File: config.mk
export PLATFORM = sky130hd
export DESIGN_NAME = hedios_serial_rx_flat
export DESIGN_NICKNAME = d
export VERILOG_FILES = /design/src/rtl/hedios_serial_rx_if.sv /design/src/rtl/hedios_serial_rx.sv /design/src/flat_wrapper.sv
export SDC_FILE = /design/constraint.sdc
export NUM_CORES = 1
export LEC_CHECK = 0
export BUFFER_PORTS_ARGS = -buffer_cell sky130_fd_sc_hd__buf_2
export CELL_PAD_IN_SITES_DETAIL_PLACEMENT = 1
export CELL_PAD_IN_SITES_GLOBAL_PLACEMENT = 2
export CORE_MARGIN = 2
export CORE_UTILIZATION = 41
export DETAILED_ROUTE_END_ITERATION = 8
export PLACE_DENSITY = 0.89
export SLEW_MARGIN = 20
export SYNTH_ARGS = -nofsm -noshare
export SYNTH_HDL_FRONTEND = slang
export SYNTH_SLANG_ARGS = --single-unit
File: constraint.sdc
create_clock -name clk -period 3.75 [get_ports clk]
set_input_delay 0.375 -clock clk [delete_from_list [all_inputs] [get_ports clk]]
set_output_delay 0.375 -clock clk [all_outputs]
set_load 0.01 [all_outputs]
File: src/rtl/hedios_serial_rx_if.sv
// Packet-side bundle of the HEDIOS serial receiver: held command/data, strobes and busy.
interface hedios_serial_rx_if;
    logic [7:0]  packet_command;
    logic [31:0] packet_data;
    logic        packet_valid;
    logic        frame_error;
    logic        sync_lost;
    logic        rx_busy;

    modport master (
        output packet_command, packet_data, packet_valid, frame_error, sync_lost, rx_busy
    );
    modport slave (
        input  packet_command, packet_data, packet_valid, frame_error, sync_lost, rx_busy
    );
endinterface

File: src/rtl/hedios_serial_rx.sv
// HEDIOS serial receiver: 8N1 byte recovery plus 5-byte packet assembly (cmd, data LSB first).
// Define HEDIOS_RX_TIMEOUT_EN to build the inter-byte silence timeout that drops partial packets.
module hedios_serial_rx #(
    parameter int CLK_RATE     = 100_000_000,
    parameter int BAUD_RATE    = 1_000_000,
    parameter int TIMEOUT_BITS = 20
) (
    input  logic                  clk,
    input  logic                  rst,
    input  logic                  rx_line,
    hedios_serial_rx_if.master    pkt
);
    // CLKS_PER_BIT must be at least 8 for the mid-bit sampling to be meaningful.
    localparam int CLKS_PER_BIT = CLK_RATE / BAUD_RATE;
    localparam int CW           = $clog2(CLKS_PER_BIT);
    localparam logic [CW-1:0] HALF_LAST = CW'(CLKS_PER_BIT / 2 - 1);
    localparam logic [CW-1:0] BIT_LAST  = CW'(CLKS_PER_BIT - 1);

    typedef enum logic [1:0] {IDLE, START, DATA, STOP} state_e;

    logic          sync1_q, rxs_q, rxs_prev_q;
    state_e        state_q, state_d;
    logic [CW-1:0] cnt_q, cnt_d;
    logic [2:0]    bit_q, bit_d;
    logic [7:0]    shreg_q, shreg_d;
    logic [2:0]    byte_cnt_q, byte_cnt_d;
    logic [7:0]    cmd_sh_q, cmd_sh_d;
    logic [23:0]   data_sh_q, data_sh_d;
    logic [7:0]    cmd_q, cmd_d;
    logic [31:0]   data_q, data_d;
    logic          valid_q, valid_d;
    logic          ferr_q, ferr_d;
    logic          start_edge, byte_ok;

`ifdef HEDIOS_RX_TIMEOUT_EN
    localparam int TO_LIMIT = TIMEOUT_BITS * CLKS_PER_BIT;
    localparam int TW       = $clog2(TO_LIMIT);
    localparam logic [TW-1:0] TO_LAST = TW'(TO_LIMIT - 1);
    logic [TW-1:0] to_cnt_q, to_cnt_d;
    logic          slost_q, slost_d;
`endif

    assign start_edge = (state_q == IDLE) && rxs_prev_q && !rxs_q;

    always_ff @(posedge clk or posedge rst) begin
        if (rst) begin
            sync1_q    <= 1'b1;
            rxs_q      <= 1'b1;
            rxs_prev_q <= 1'b1;
            state_q    <= IDLE;
            cnt_q      <= '0;
            bit_q      <= '0;
            shreg_q    <= '0;
            byte_cnt_q <= '0;
            cmd_sh_q   <= '0;
            data_sh_q  <= '0;
            cmd_q      <= '0;
            data_q     <= '0;
            valid_q    <= 1'b0;
            ferr_q     <= 1'b0;
`ifdef HEDIOS_RX_TIMEOUT_EN
            to_cnt_q   <= '0;
            slost_q    <= 1'b0;
`endif
        end else begin
            sync1_q    <= rx_line;
            rxs_q      <= sync1_q;
            rxs_prev_q <= rxs_q;
            state_q    <= state_d;
            cnt_q      <= cnt_d;
            bit_q      <= bit_d;
            shreg_q    <= shreg_d;
            byte_cnt_q <= byte_cnt_d;
            cmd_sh_q   <= cmd_sh_d;
            data_sh_q  <= data_sh_d;
            cmd_q      <= cmd_d;
            data_q     <= data_d;
            valid_q    <= valid_d;
            ferr_q     <= ferr_d;
`ifdef HEDIOS_RX_TIMEOUT_EN
            to_cnt_q   <= to_cnt_d;
            slost_q    <= slost_d;
`endif
        end
    end

    always_comb begin
        state_d    = state_q;
        cnt_d      = cnt_q;
        bit_d      = bit_q;
        shreg_d    = shreg_q;
        byte_cnt_d = byte_cnt_q;
        cmd_sh_d   = cmd_sh_q;
        data_sh_d  = data_sh_q;
        cmd_d      = cmd_q;
        data_d     = data_q;
        valid_d    = 1'b0;
        ferr_d     = 1'b0;
        byte_ok    = 1'b0;
`ifdef HEDIOS_RX_TIMEOUT_EN
        to_cnt_d   = to_cnt_q;
        slost_d    = 1'b0;
`endif

        case (state_q)
            IDLE: begin
                if (start_edge) begin
                    state_d = START;
                    cnt_d   = '0;
                end
            end
            START: begin
                if (cnt_q == HALF_LAST) begin
                    cnt_d   = '0;
                    bit_d   = '0;
                    state_d = rxs_q ? IDLE : DATA;
                end else begin
                    cnt_d = cnt_q + CW'(1);
                end
            end
            DATA: begin
                if (cnt_q == BIT_LAST) begin
                    cnt_d   = '0;
                    shreg_d = {rxs_q, shreg_q[7:1]};
                    bit_d   = bit_q + 3'd1;
                    if (bit_q == 3'd7) state_d = STOP;
                end else begin
                    cnt_d = cnt_q + CW'(1);
                end
            end
            STOP: begin
                // Leave at mid-stop-bit so a back-to-back start edge is still seen.
                if (cnt_q == BIT_LAST) begin
                    cnt_d   = '0;
                    state_d = IDLE;
                    if (rxs_q) begin
                        byte_ok = 1'b1;
                    end else begin
                        ferr_d     = 1'b1;
                        byte_cnt_d = '0;
                    end
                end else begin
                    cnt_d = cnt_q + CW'(1);
                end
            end
            default: state_d = IDLE;
        endcase

        if (byte_ok) begin
            case (byte_cnt_q)
                3'd0:    cmd_sh_d         = shreg_q;
                3'd1:    data_sh_d[7:0]   = shreg_q;
                3'd2:    data_sh_d[15:8]  = shreg_q;
                3'd3:    data_sh_d[23:16] = shreg_q;
                default: begin
                    cmd_d   = cmd_sh_q;
                    data_d  = {shreg_q, data_sh_q};
                    valid_d = 1'b1;
                end
            endcase
            byte_cnt_d = (byte_cnt_q == 3'd4) ? 3'd0 : byte_cnt_q + 3'd1;
        end

`ifdef HEDIOS_RX_TIMEOUT_EN
        // Only counts silence between bytes of a partial packet; a start edge always wins.
        if (start_edge || state_q != IDLE || byte_cnt_q == 3'd0) begin
            to_cnt_d = '0;
        end else if (to_cnt_q == TO_LAST) begin
            to_cnt_d   = '0;
            byte_cnt_d = '0;
            slost_d    = 1'b1;
        end else begin
            to_cnt_d = to_cnt_q + TW'(1);
        end
`endif
    end

    assign pkt.packet_command = cmd_q;
    assign pkt.packet_data    = data_q;
    assign pkt.packet_valid   = valid_q;
    assign pkt.frame_error    = ferr_q;
    assign pkt.rx_busy        = (state_q != IDLE) || (byte_cnt_q != 3'd0);
`ifdef HEDIOS_RX_TIMEOUT_EN
    assign pkt.sync_lost      = slost_q;
`else
    assign pkt.sync_lost      = 1'b0;
`endif

endmodule

File: src/flat_wrapper.sv
// flat-port wrapper written by rule: the top's interface ports become plain ports
module hedios_serial_rx_flat 
#(
    parameter int CLK_RATE     = 100_000_000,
    parameter int BAUD_RATE    = 1_000_000,
    parameter int TIMEOUT_BITS = 20
)
  (clk, rst, rx_line, pkt_packet_command, pkt_packet_data, pkt_packet_valid, pkt_frame_error, pkt_sync_lost, pkt_rx_busy);
  hedios_serial_rx_if pkt_i ();
  input  logic clk;
  input  logic rst;
  input  logic rx_line;
  output wire logic [$bits(pkt_i.packet_command)-1:0] pkt_packet_command;
  output wire logic [$bits(pkt_i.packet_data)-1:0] pkt_packet_data;
  output wire logic [$bits(pkt_i.packet_valid)-1:0] pkt_packet_valid;
  output wire logic [$bits(pkt_i.frame_error)-1:0] pkt_frame_error;
  output wire logic [$bits(pkt_i.sync_lost)-1:0] pkt_sync_lost;
  output wire logic [$bits(pkt_i.rx_busy)-1:0] pkt_rx_busy;
  assign pkt_packet_command = pkt_i.packet_command;
  assign pkt_packet_data = pkt_i.packet_data;
  assign pkt_packet_valid = pkt_i.packet_valid;
  assign pkt_frame_error = pkt_i.frame_error;
  assign pkt_sync_lost = pkt_i.sync_lost;
  assign pkt_rx_busy = pkt_i.rx_busy;
  hedios_serial_rx #(.CLK_RATE(CLK_RATE), .BAUD_RATE(BAUD_RATE), .TIMEOUT_BITS(TIMEOUT_BITS)) u_core (.clk(clk), .rst(rst), .rx_line(rx_line), .pkt(pkt_i));
endmodule
==> Word level (Yosys, flattened, before mapping) <==
Index checks and enable logic that the tools add are counted.
W data, S select, Z words.
{ "totals": {"regBits": 100, "latch_bits": 0, "ramBits": 0, "rom_bits": 0, "word_cells": 85, "mem_count": 0} }
{ "op_classes": {"n_addsub": 3, "n_mul": 0, "div_mod_pow": 0, "order_cmp": 0, "eq_ne": 16, "n_shift": 0, "muxes": 27, "n_bitwise": 1, "reduce_logical": 22} }
{ "op_table": {"columns": ["op", "count"], "rows": [
  ["$mux W3", 7],
  ["$mux W7", 3],
  ["$pmux W7 S3", 1],
  ["$mux W2", 6],
  ["$reduce_and A2 Y1", 6],
  ["$ne A2 B1 Y1 const B", 5],
  ["$mux W1", 8],
  ["$pmux W2 S4", 1],
  ["$reduce_bool A2 Y1", 4],
  ["$add A7 B1 Y7 const B", 1],
  ["$eq A7 B6 Y1 const B", 1],
  ["$eq A7 B7 Y1 const B", 1],
  ["$add A3 B1 Y3 const B", 2],
  ["$eq A3 B2 Y1 const B", 2],
  ["$eq A3 B3 Y1 const B", 2],
  ["$pmux W3 S2", 1],
  ["$reduce_and A3 Y1", 2],
  ["$reduce_and A5 Y1", 1],
  ["$eq A2 B2 Y1 const B", 2],
  ["$reduce_or A4 Y1", 1],
  ["$eq A3 B1 Y1 const B", 1],
  ["$logic_not A3 Y1", 1],
  ["$reduce_bool A3 Y1", 1],
  ["$eq A2 B1 Y1 const B", 1],
  ["other kinds (7)", 8]
]} }

==> Depth between registers and ports, before layout <==
Gate-level depths: netlist of run 1.
{ "logic_depth": {"ltp_word": 5, "mapped_depth": 7, "ltp_nobuf": 6} }

==> Worst setup path after synthesis of run 1 <==
No wires, ideal clock.
{ "synth_path": {"path_type": "flip-flop to flip-flop", "start": "reg u_core.cnt_q[0]", "end": "reg u_core.data_q[21], in the netlist u_core.pkt.packet_data[21]", "setup_time_ns": 0.125, "t_arrival_ns": 1.969, "required_time_ns": 3.625, "setup_slack_ns": 1.656, "path_stages_with_launch": 7, "n_path_buf": 1, "path_cell_list": "dfrtp_1 ha_1 nand4b_1 or2_4 nor4_4 buf_6 mux2_2"} }
{ "synth_via": {"elab_chain_len": 4} }
{ "synth_rtl": {"columns": ["item", "line", "source"], "rows": [
  ["start, declared", "hedios_serial_rx.sv:23", "logic [CW-1:0] cnt_q, cnt_d;"],
  ["start signal, assigned", "hedios_serial_rx.sv:70", "cnt_q <= cnt_d;"],
  ["$eq A7 B7 Y1", "hedios_serial_rx.sv:133", "if (cnt_q == BIT_LAST) begin"],
  ["$mux W1", "hedios_serial_rx.sv:133", null],
  ["$mux W1", "hedios_serial_rx.sv:105", "case (state_q)"],
  ["$reduce_and A2 Y1 (no line)", null, null],
  ["end signal, assigned", "hedios_serial_rx.sv:77", "data_q <= data_d;"],
  ["end, declared", "hedios_serial_rx.sv:30", "logic [31:0] data_q, data_d;"]
]} }
Every way passes these cells.
A chain may end at the register's enable or synchronous reset.

==> Worst setup path after layout of run 1 <==
{ "layout_path": {"start": "reg u_core.cnt_q[0]", "end": "reg u_core.data_q[12], in the netlist u_core.pkt.packet_data[12]"} }
Same word-level chain as after synthesis.

==> results of run 1 <==
[stage by stage]
step / instance area [sq um] / instances / total power, mW / hold WS, ps / utilization (%)
2_1_floorplan: 4190 / 291 / 1.40 / 345 / -
3_3_place_gp: 4510 / 460 / 1.46 / 348 / 45.8
3_5_place_dp: 4510 / 460 / 1.48 / 348 / 45.8
4_1_cts: 4700 / 476 / 2.13 / 86.0 / 47.6
5_1_grt: 4700 / 476 / 2.21 / 80.3 / 47.6
6_report: 4700 / 476 / 2.10 / 102 / 47.6
[power groups by stage]
stage | registers (mW) | logic, mW | clock network, mW
6_report | 1.14 | 0.320 | 0.645
5_1_grt | 1.14 | 0.359 | 0.711
4_1_cts | 1.14 | 0.324 | 0.666
3_5_place_dp | 1.16 | 0.323 | 0
3_3_place_gp | 1.16 | 0.307 | 0
2_1_floorplan | 1.15 | 0.245 | 0
[cells by family (layout without fill, tap and decap cells)]
| logic type | after synthesis | in the layout |
|---|---|---|
| flops | 100 | 100 |
| mux | 84 | 84 |
| simple gates | 41 | 41 |
| buf+inv | 24 | 76 |
| compound gates | 23 | 23 |
| fa+ha+maj | 14 | 14 |
| xor+xnor | 4 | 4 |
| other cells | 1 | 1 |
[synth_stat cells (all sizes together), types with 2 or more instances]
library cell and number:
a211oi 2, a21o 3, a21oi 7, buf 6, clkbuf 5, dfrtp 97, dfstp 3, ha 14
inv 13, mux2 81, mux2i 3, nand2 17, nand2b 2, nand3 5, nor2 4, nor2b 2
nor3 2, nor4 2, o21ai 3, o31ai 2, o41ai 2, or2 2, xnor2 4
[registers in the layout, indices dropped and copies added (netlist names), named ones only]
register	cells
u_core.shreg_q	8
u_core.pkt.packet_valid	1
u_core.pkt.frame_error	1
u_core.rxs_q	1
u_core.sync1_q	1
u_core.cnt_q	7
u_core.pkt.packet_command	8
u_core.pkt.packet_data	32
u_core.data_sh_q	24
u_core.bit_q	3
u_core.byte_cnt_q	3
u_core.state_q	1
u_core.cmd_sh_q	8
u_core.rxs_prev_q	1
[final timing paths]
check / depth (start not counted) / startpoint / end
worst max-delay path: 6 / u_core.cnt_q[0] / u_core.pkt.packet_data[12]
worst min-delay path: 1 / rx_line / u_core.sync1_q
worst max register to register: 6 / u_core.cnt_q[0] / u_core.pkt.packet_data[12]
worst min register to register: 0 / u_core.sync1_q / u_core.rxs_q
max in group asynchronous: 3 / rst / u_core.byte_cnt_q[2]
min in group asynchronous: 2 / rst / u_core.bit_q[1]
[routing by layer]
layer	part of all wire (%)	global-route usage, %	vias up
met1	45	20.5	1263
met2	50	25.4	39
met3	3.3	3.62	6
li1	-	-	1111
met5	0	0	-
met4	0.99	4.95	0
[critical path: stages (launching register included)]
cell,delay [ps]
dfrtp_1,420
ha_1,220
nand4b_1,240
or2_4,330
nor4_4,240
buf_4,480
mux2_2,410
[cell type report]
| type | instances | area (sq um) |
|---|---|---|
| Inverter | 13 | 53.8 |
| Clock inverter | 6 | 55.1 |
| Tap cell | 133 | 166 |
| Timing Repair Buffer | 47 | 240 |
| Clock buffer | 10 | 128 |
| Multi-Input combinational cell | 167 | 1550 |
| Fill cell | 1007 | 5160 |
| Sequential cell | 100 | 2510 |
==> results.ini, run 1 <==
[place]
gp_congestion=0.707
dpl.hpwl_microns=5550
numPortBuffers=45
pre_cts_ws_ps=1290

[run]
drv_cap=0

[outcome]
status=finished clean

[clock_network]
post_cts_buffers=0
cts_hold_buf=0
cts_buffers=9
clock_path_buffers=2
clk_latency_ps=370
h-tree-depth=3
cts.repair.resized=0
cts.reportedPaths.clkPinSlew_ps=100
clock_sinks=100
cts_tree=yes
cts.root.buffer_cell=clkbuf_8

[critical_path]
endpoint_kind=flop
crit_fanout=41
path_class=flop to flop
start_kind=flop
reg2reg_slack_ps=1280
required_ps=4010
arrival_ps=2730

[synth]
synth_compound_area_share_pct=3.85
synth.largest_area_cell=dfrtp_1
synthesis.nets=308
synth-simple-area-share_pct=5.56
synth_edf_count=0
muxShareOfSynthArea_pct=22.5
avgSynthCellArea_sq_um=14.4
netlist_area_sq_um=4190
synth_ff_type=dfrtp_1
synth-seq-area-share_pct=59.8
synthCells=291
synth.area.top_cells=dfrtp_1, mux2_2, ha_1
ys_ff_latch=100
synth_fa_ha_area_share_pct=4.18
post_synth_num_cell_types=38
synth_top_area_share_pct=58.0
synth_xor_area_share_pct=0.837
async_flop_share_pct=100
synth_top_family_by_area=multiplexers
ys_warn_count=0

[global_routing]
antenna_found_initial=0
grt.total_usage_pct=15.5
overflow=0
grt_pass1_vias=2632
grt_first_pass_wirelength_microns=13400
grt_max_degree=90

[sta]
setup_tns_ps=0
fin_crit_sh_pct=66.0
setup_violations=0
setup_ws_ps=1280
slew_violations=0
period_needed_ps=2470
fmax_mhz=404
final-hold-violation-count=0
tightestPinTransition_ps=764
maxSlewHeadroom_pct=49.1
grt_setup_unrepaired=false
skew_ps=12.5

[finish]
final_common_cell=dfrtp_1
drive_above_1_share_pct=43.7
n_antenna_cell=0
nNetsFinal=355
mostFrequentLayoutCells=dfrtp_1, mux2_2, buf_2, nand2_1, ha_1
syn_to_final_growth_pct=12.2

[floorplan]
die_area_sq_um=11000
die_x_microns=105
design.core.area_sq_um=9860
row_count=36
start_util_pct=42.5
ioPinCount=47
die_h_microns=105

[route]
via_count=2419
antenna_left=0
wl_per_cell_microns=16.8
wl_microns=7990
drc=0
drt_iter0_markers=83
firstDrtPassIters=3
routed_via_density=5.08

[pwr]
comb_power_share_pct=15.2
switching_share_pct=29.8
ir_drop_uv=207
p_clk_share_pct=30.7
power_density_nw_per_um2=448
intPower_mw=1.48
p_leak_nw=2.47
netSwitchingPower_uw=626
seqPwrFrac_pct=54.1

[min_path]
hold_class=input pin to flop

(Power assumes the default switching activity.)
==> run 2, diff against run 1 <==
clock period = 2.3 ns   (was 3.75 ns; I/O delays follow)
==> results.ini, run 2 (synthesized netlist as in run 1, its figures left out) <==
[global_routing]
antenna_found_initial=0
overflow=0
grt.total_usage_pct=16.2
grt_pass1_vias=2716
grt_max_degree=42
grt_first_pass_wirelength_microns=14000

[place]
place_area_sq_um=4600
numPortBuffers=45
dpl.hpwl_microns=5890
pre_cts_ws_ps=152
gp_congestion=0.747
placed_cells=469

[route]
firstDrtPassIters=4
drt_iter0_markers=54
wl_microns=8170
antenna_left=0
drc=0
wl_per_cell_microns=16.8
via_count=2482
routed_via_density=5.10

[pwr]
power_density_nw_per_um2=728
p_leak_nw=2.53
ir_drop_uv=312
finalPower_mw=3.50

[critical_path]
critPathBufInv=1
critPathMaxStageDelay_ps=440
cp_slowest_cell=dfrtp_1
required_ps=2540
crit_chain=or2_1 -> or2_4 -> nor4_4 -> buf_4 -> mux2_2
endpoint_kind=flop
path_class=flop to flop
start_kind=flop
arrival_ps=2390
crit_fanout=14
cpLargestDelayFamily=simple AND/OR/NAND/NOR gates

[sta]
holdWs_ps=363
setup_tns_ps=0
grt_setup_unrepaired=false
setup_ws_ps=146
setup_violations=0
fin_crit_sh_pct=93.7
period_needed_ps=2150
skew_ps=9.96
fmax_mhz=464
final-hold-violation-count=0
slew_violations=0

[clock_network]
post_cts_buffers=0
h-tree-depth=3
cts.reportedPaths.clkPinSlew_ps=100
cts_buffers=9
clock_sinks=100
clock_path_buffers=2
clk_latency_ps=360
cts_tree=yes
cts.root.buffer_cell=clkbuf_8

[finish]
largest_reg_flops=32
nNetsFinal=366
drive_above_1_share_pct=45.2
syn_to_final_growth_pct=14.9
mostFrequentLayoutCells=dfrtp_1, mux2_2, buf_2, nand2_1, ha_1
stdcell_area_sq_um=4810
layoutNonFillerInstCount=487
n_antenna_cell=0
fin_util_pct=48.8
final_common_cell=dfrtp_1

[min_path]
hold_class=flop to flop

[floorplan]
ioPinCount=47
die_area_sq_um=11000
die_h_microns=105
die_x_microns=105
design.core.area_sq_um=9860
start_util_pct=42.5
row_count=36

[run]
drv_cap=0

[outcome]
status=finished clean

-- run 2: changes by cell type in the layout (fill, tap and decap cells not counted), sizes merged --
cell | before | now
dlygate4sd3 | 0 | 2
clkbuf | 10 | 12
clkinvlp | 0 | 1
buf | 47 | 56
clkinv | 3 | 0
-- run 2: layer usage --
metal | part of all wire, % | routed length [microns] | vias to the layer above | track usage [%]
li1 | - | - | 1134 | -
met5 | 0 | 0 | - | 0
met4 | 1.3 | 107 | 0 | 5.14
met1 | 46 | 3770 | 1295 | 21.5
met2 | 49 | 4020 | 45 | 26.7
met3 | 3.4 | 275 | 8 | 3.49
-- run 2: where the power goes --
part / switching [mW] / total, mW / internal (mW)
Combinational: 0.348 / 0.554 / 0.206
Clock: 0.616 / 1.09 / 0.474
Sequential: 0.0490 / 1.86 / 1.81
Total: 1.01 / 3.50 / 2.49
-- run 2: repair_timing --
action                                 in CTS  in global routing
endpoints found under the hold margin      11                  0
setup endpoints to repair                   0                  8
hold buffers                                2                  0
resized for setup                           0                  1
-- run 2: final cells by class --
type	count	area (sq um)
tap	133	166
timing repair buffer	58	340
fill	1025	5050
inverter	13	52.6
clock inverter	4	37.5
sequential	100	2510
clock buffer	12	155
multi-input combinational	167	1550
-- run 2: worst paths after layout --
check                                      from                            to  slack [ps]  cells after the start
worst max-delay path            u_core.cnt_q[2]  u_core.pkt.packet_command[6]         150                      5
worst min-delay path             u_core.sync1_q                  u_core.rxs_q         360                      0
worst max register to register  u_core.cnt_q[2]  u_core.pkt.packet_command[6]         150                      5
worst min register to register   u_core.sync1_q                  u_core.rxs_q         360                      0
max in group asynchronous                   rst                u_core.sync1_q        1230                      4
min in group asynchronous                   rst          u_core.data_sh_q[11]         370                      3
==> run 3, diff against run 2 <==
--- a/config.mk
+++ b/config.mk
@@ -12,4 +12,5 @@
 export CORE_UTILIZATION = 41
 export DETAILED_ROUTE_END_ITERATION = 8
+export GPL_ROUTABILITY_DRIVEN = 0
 export PLACE_DENSITY = 0.89
 export SLEW_MARGIN = 20
==> constraint.sdc (replaced) <==
create_clock -name clk -period 2.3 [get_ports clk]
set_input_delay 0.115 -clock clk [delete_from_list [all_inputs] [get_ports clk]]
set_output_delay 0.115 -clock clk [all_outputs]
set_load 0.01 [all_outputs]
==> results.ini, run 3 (synthesized netlist as in run 1, its figures left out) <==
[outcome]
status=finished clean

[floorplan]
start_util_pct=42.5
die_x_microns=105
design.core.area_sq_um=9860
row_count=36
die_area_sq_um=11000
die_h_microns=105
ioPinCount=47

[critical_path]
required_ps=2550
path_class=flop to flop
endpoint_kind=flop
crit_fanout=41
reg2regPathDepth=5
start_kind=flop
arrival_ps=2460

[clock_network]
clock_path_buffers=2
post_cts_buffers=0
clk_latency_ps=360
cts_buffers=9
cts.root.buffer_cell=clkbuf_8
h-tree-depth=3
cts_tree=yes
cts.reportedPaths.clkPinSlew_ps=100
clock_sinks=100

[place]
numPortBuffers=45
placed_cells=465
place_area_sq_um=4580
dpl.hpwl_microns=5580

[pwr]
intPower_mw=2.44
ir_drop_uv=459
netSwitchingPower_mw=1.05
seqPwrFrac_pct=53.1
switching_share_pct=30.1
p_clk_share_pct=31.5
power_density_nw_per_um2=728
p_leak_nw=2.51
comb_power_share_pct=15.3

[sta]
period_needed_ps=2220
tightestPinTransition_ps=522
slew_violations=0
fin_crit_sh_pct=96.4
setup_violations=0
grt_setup_unrepaired=true
maxSlewHeadroom_pct=65.2
fmax_mhz=451
skew_ps=19.3
final-hold-violation-count=0

[finish]
final_common_cell=dfrtp_1
fillers=1013
stdcell_area_sq_um=4800
n_antenna_cell=0
mostFrequentLayoutCells=dfrtp_1, mux2_2, buf_2, nand2_1, ha_1
fin_util_pct=48.7
largest_reg_flops=32
nNetsFinal=362
regArea_sq_um=2510
layoutNonFillerInstCount=483
multiInputGateArea_sq_um=1550
syn_to_final_growth_pct=14.6
drive_above_1_share_pct=44.9

[min_path]
hold_class=flop to flop
worstHoldPathCells=0

[route]
wl_per_cell_microns=17.0
routed_via_density=5.10
antenna_left=0
firstDrtPassIters=4
drc=0
wl_microns=8190
via_count=2463
drt_iter0_markers=55

[global_routing]
overflow=0
grt_max_degree=101
grt_first_pass_wirelength_microns=13900
grt.total_usage_pct=16.0
antenna_found_initial=0
grt_pass1_vias=2709

[run]
drv_cap=0

[run 3: area by class of cell]
cell class | instances | share of cell area [%]
flip-flops and latches | 100 | 52.2
multi-input cells | 167 | 32.4
repair buffers | 54 | 6.73
well taps | 133 | 3.47
clock buffers | 9 | 2.58
clock inverters | 7 | 1.56
inverters | 13 | 1.09
[run 3: stage by stage]
| stage | total power [mW] | setup TNS [ps] | hold WS (ps) | setup WS, ps |
|---|---|---|---|---|
| 6_report | 3.49 | 0 | 364 | 82.6 |
| 3_3_place_gp | 2.41 | 0 | 221 | 153 |
| 3_5_place_dp | 2.44 | 0 | 224 | 93.6 |
| 2_1_floorplan | 2.28 | 0 | 119 | 206 |
| 4_1_cts | 3.55 | 0 | 366 | 61.9 |
| 5_1_grt | 3.70 | -4.46 | 373 | -4.46 |
[run 3: layer usage]
layer | routed length, microns | GRT usage [%]
met1 | 3770 | 20.7
met2 | 4060 | 26.5
met3 | 273 | 4.62
met4 | 81 | 3.90
met5 | 0 | 0
[run 3: timing repair]
| action | in CTS | in global routing |
|---|---|---|
| endpoints found under the hold margin | 98 | 0 |
| gates resized for setup | 0 | 1 |
| hold buffers | 2 | 0 |
| endpoints found under the setup margin | 0 | 7 |
[run 3: worst paths after layout]
check	startpoint	endpoint	slack [ps]
setup / recovery	u_core.cnt_q[2]	u_core.pkt.packet_data[12]	80
hold / removal	u_core.sync1_q	u_core.rxs_q	360
setup reg to reg	u_core.cnt_q[2]	u_core.pkt.packet_data[12]	80
hold reg to reg	u_core.sync1_q	u_core.rxs_q	360
max in group asynchronous	rst	u_core.rxs_prev_q	1440
min in group asynchronous	rst	u_core.pkt.packet_data[3]	460
[run 3: worst max-delay path: stages (launching register included)]
cell and delay [ps]:
dfrtp_1 460, or2_1 360, or2_4 310, nor4_4 310, buf_12 260, mux2_2 370
[run 3: power groups by stage]
stage	logic [mW]	registers (mW)	clock network, mW
after global routing	0.608	1.87	1.22
after floorplan	0.400	1.88	0
final	0.536	1.86	1.10
after CTS	0.548	1.86	1.14
after detailed placement	0.545	1.89	0
after global placement	0.519	1.89	0
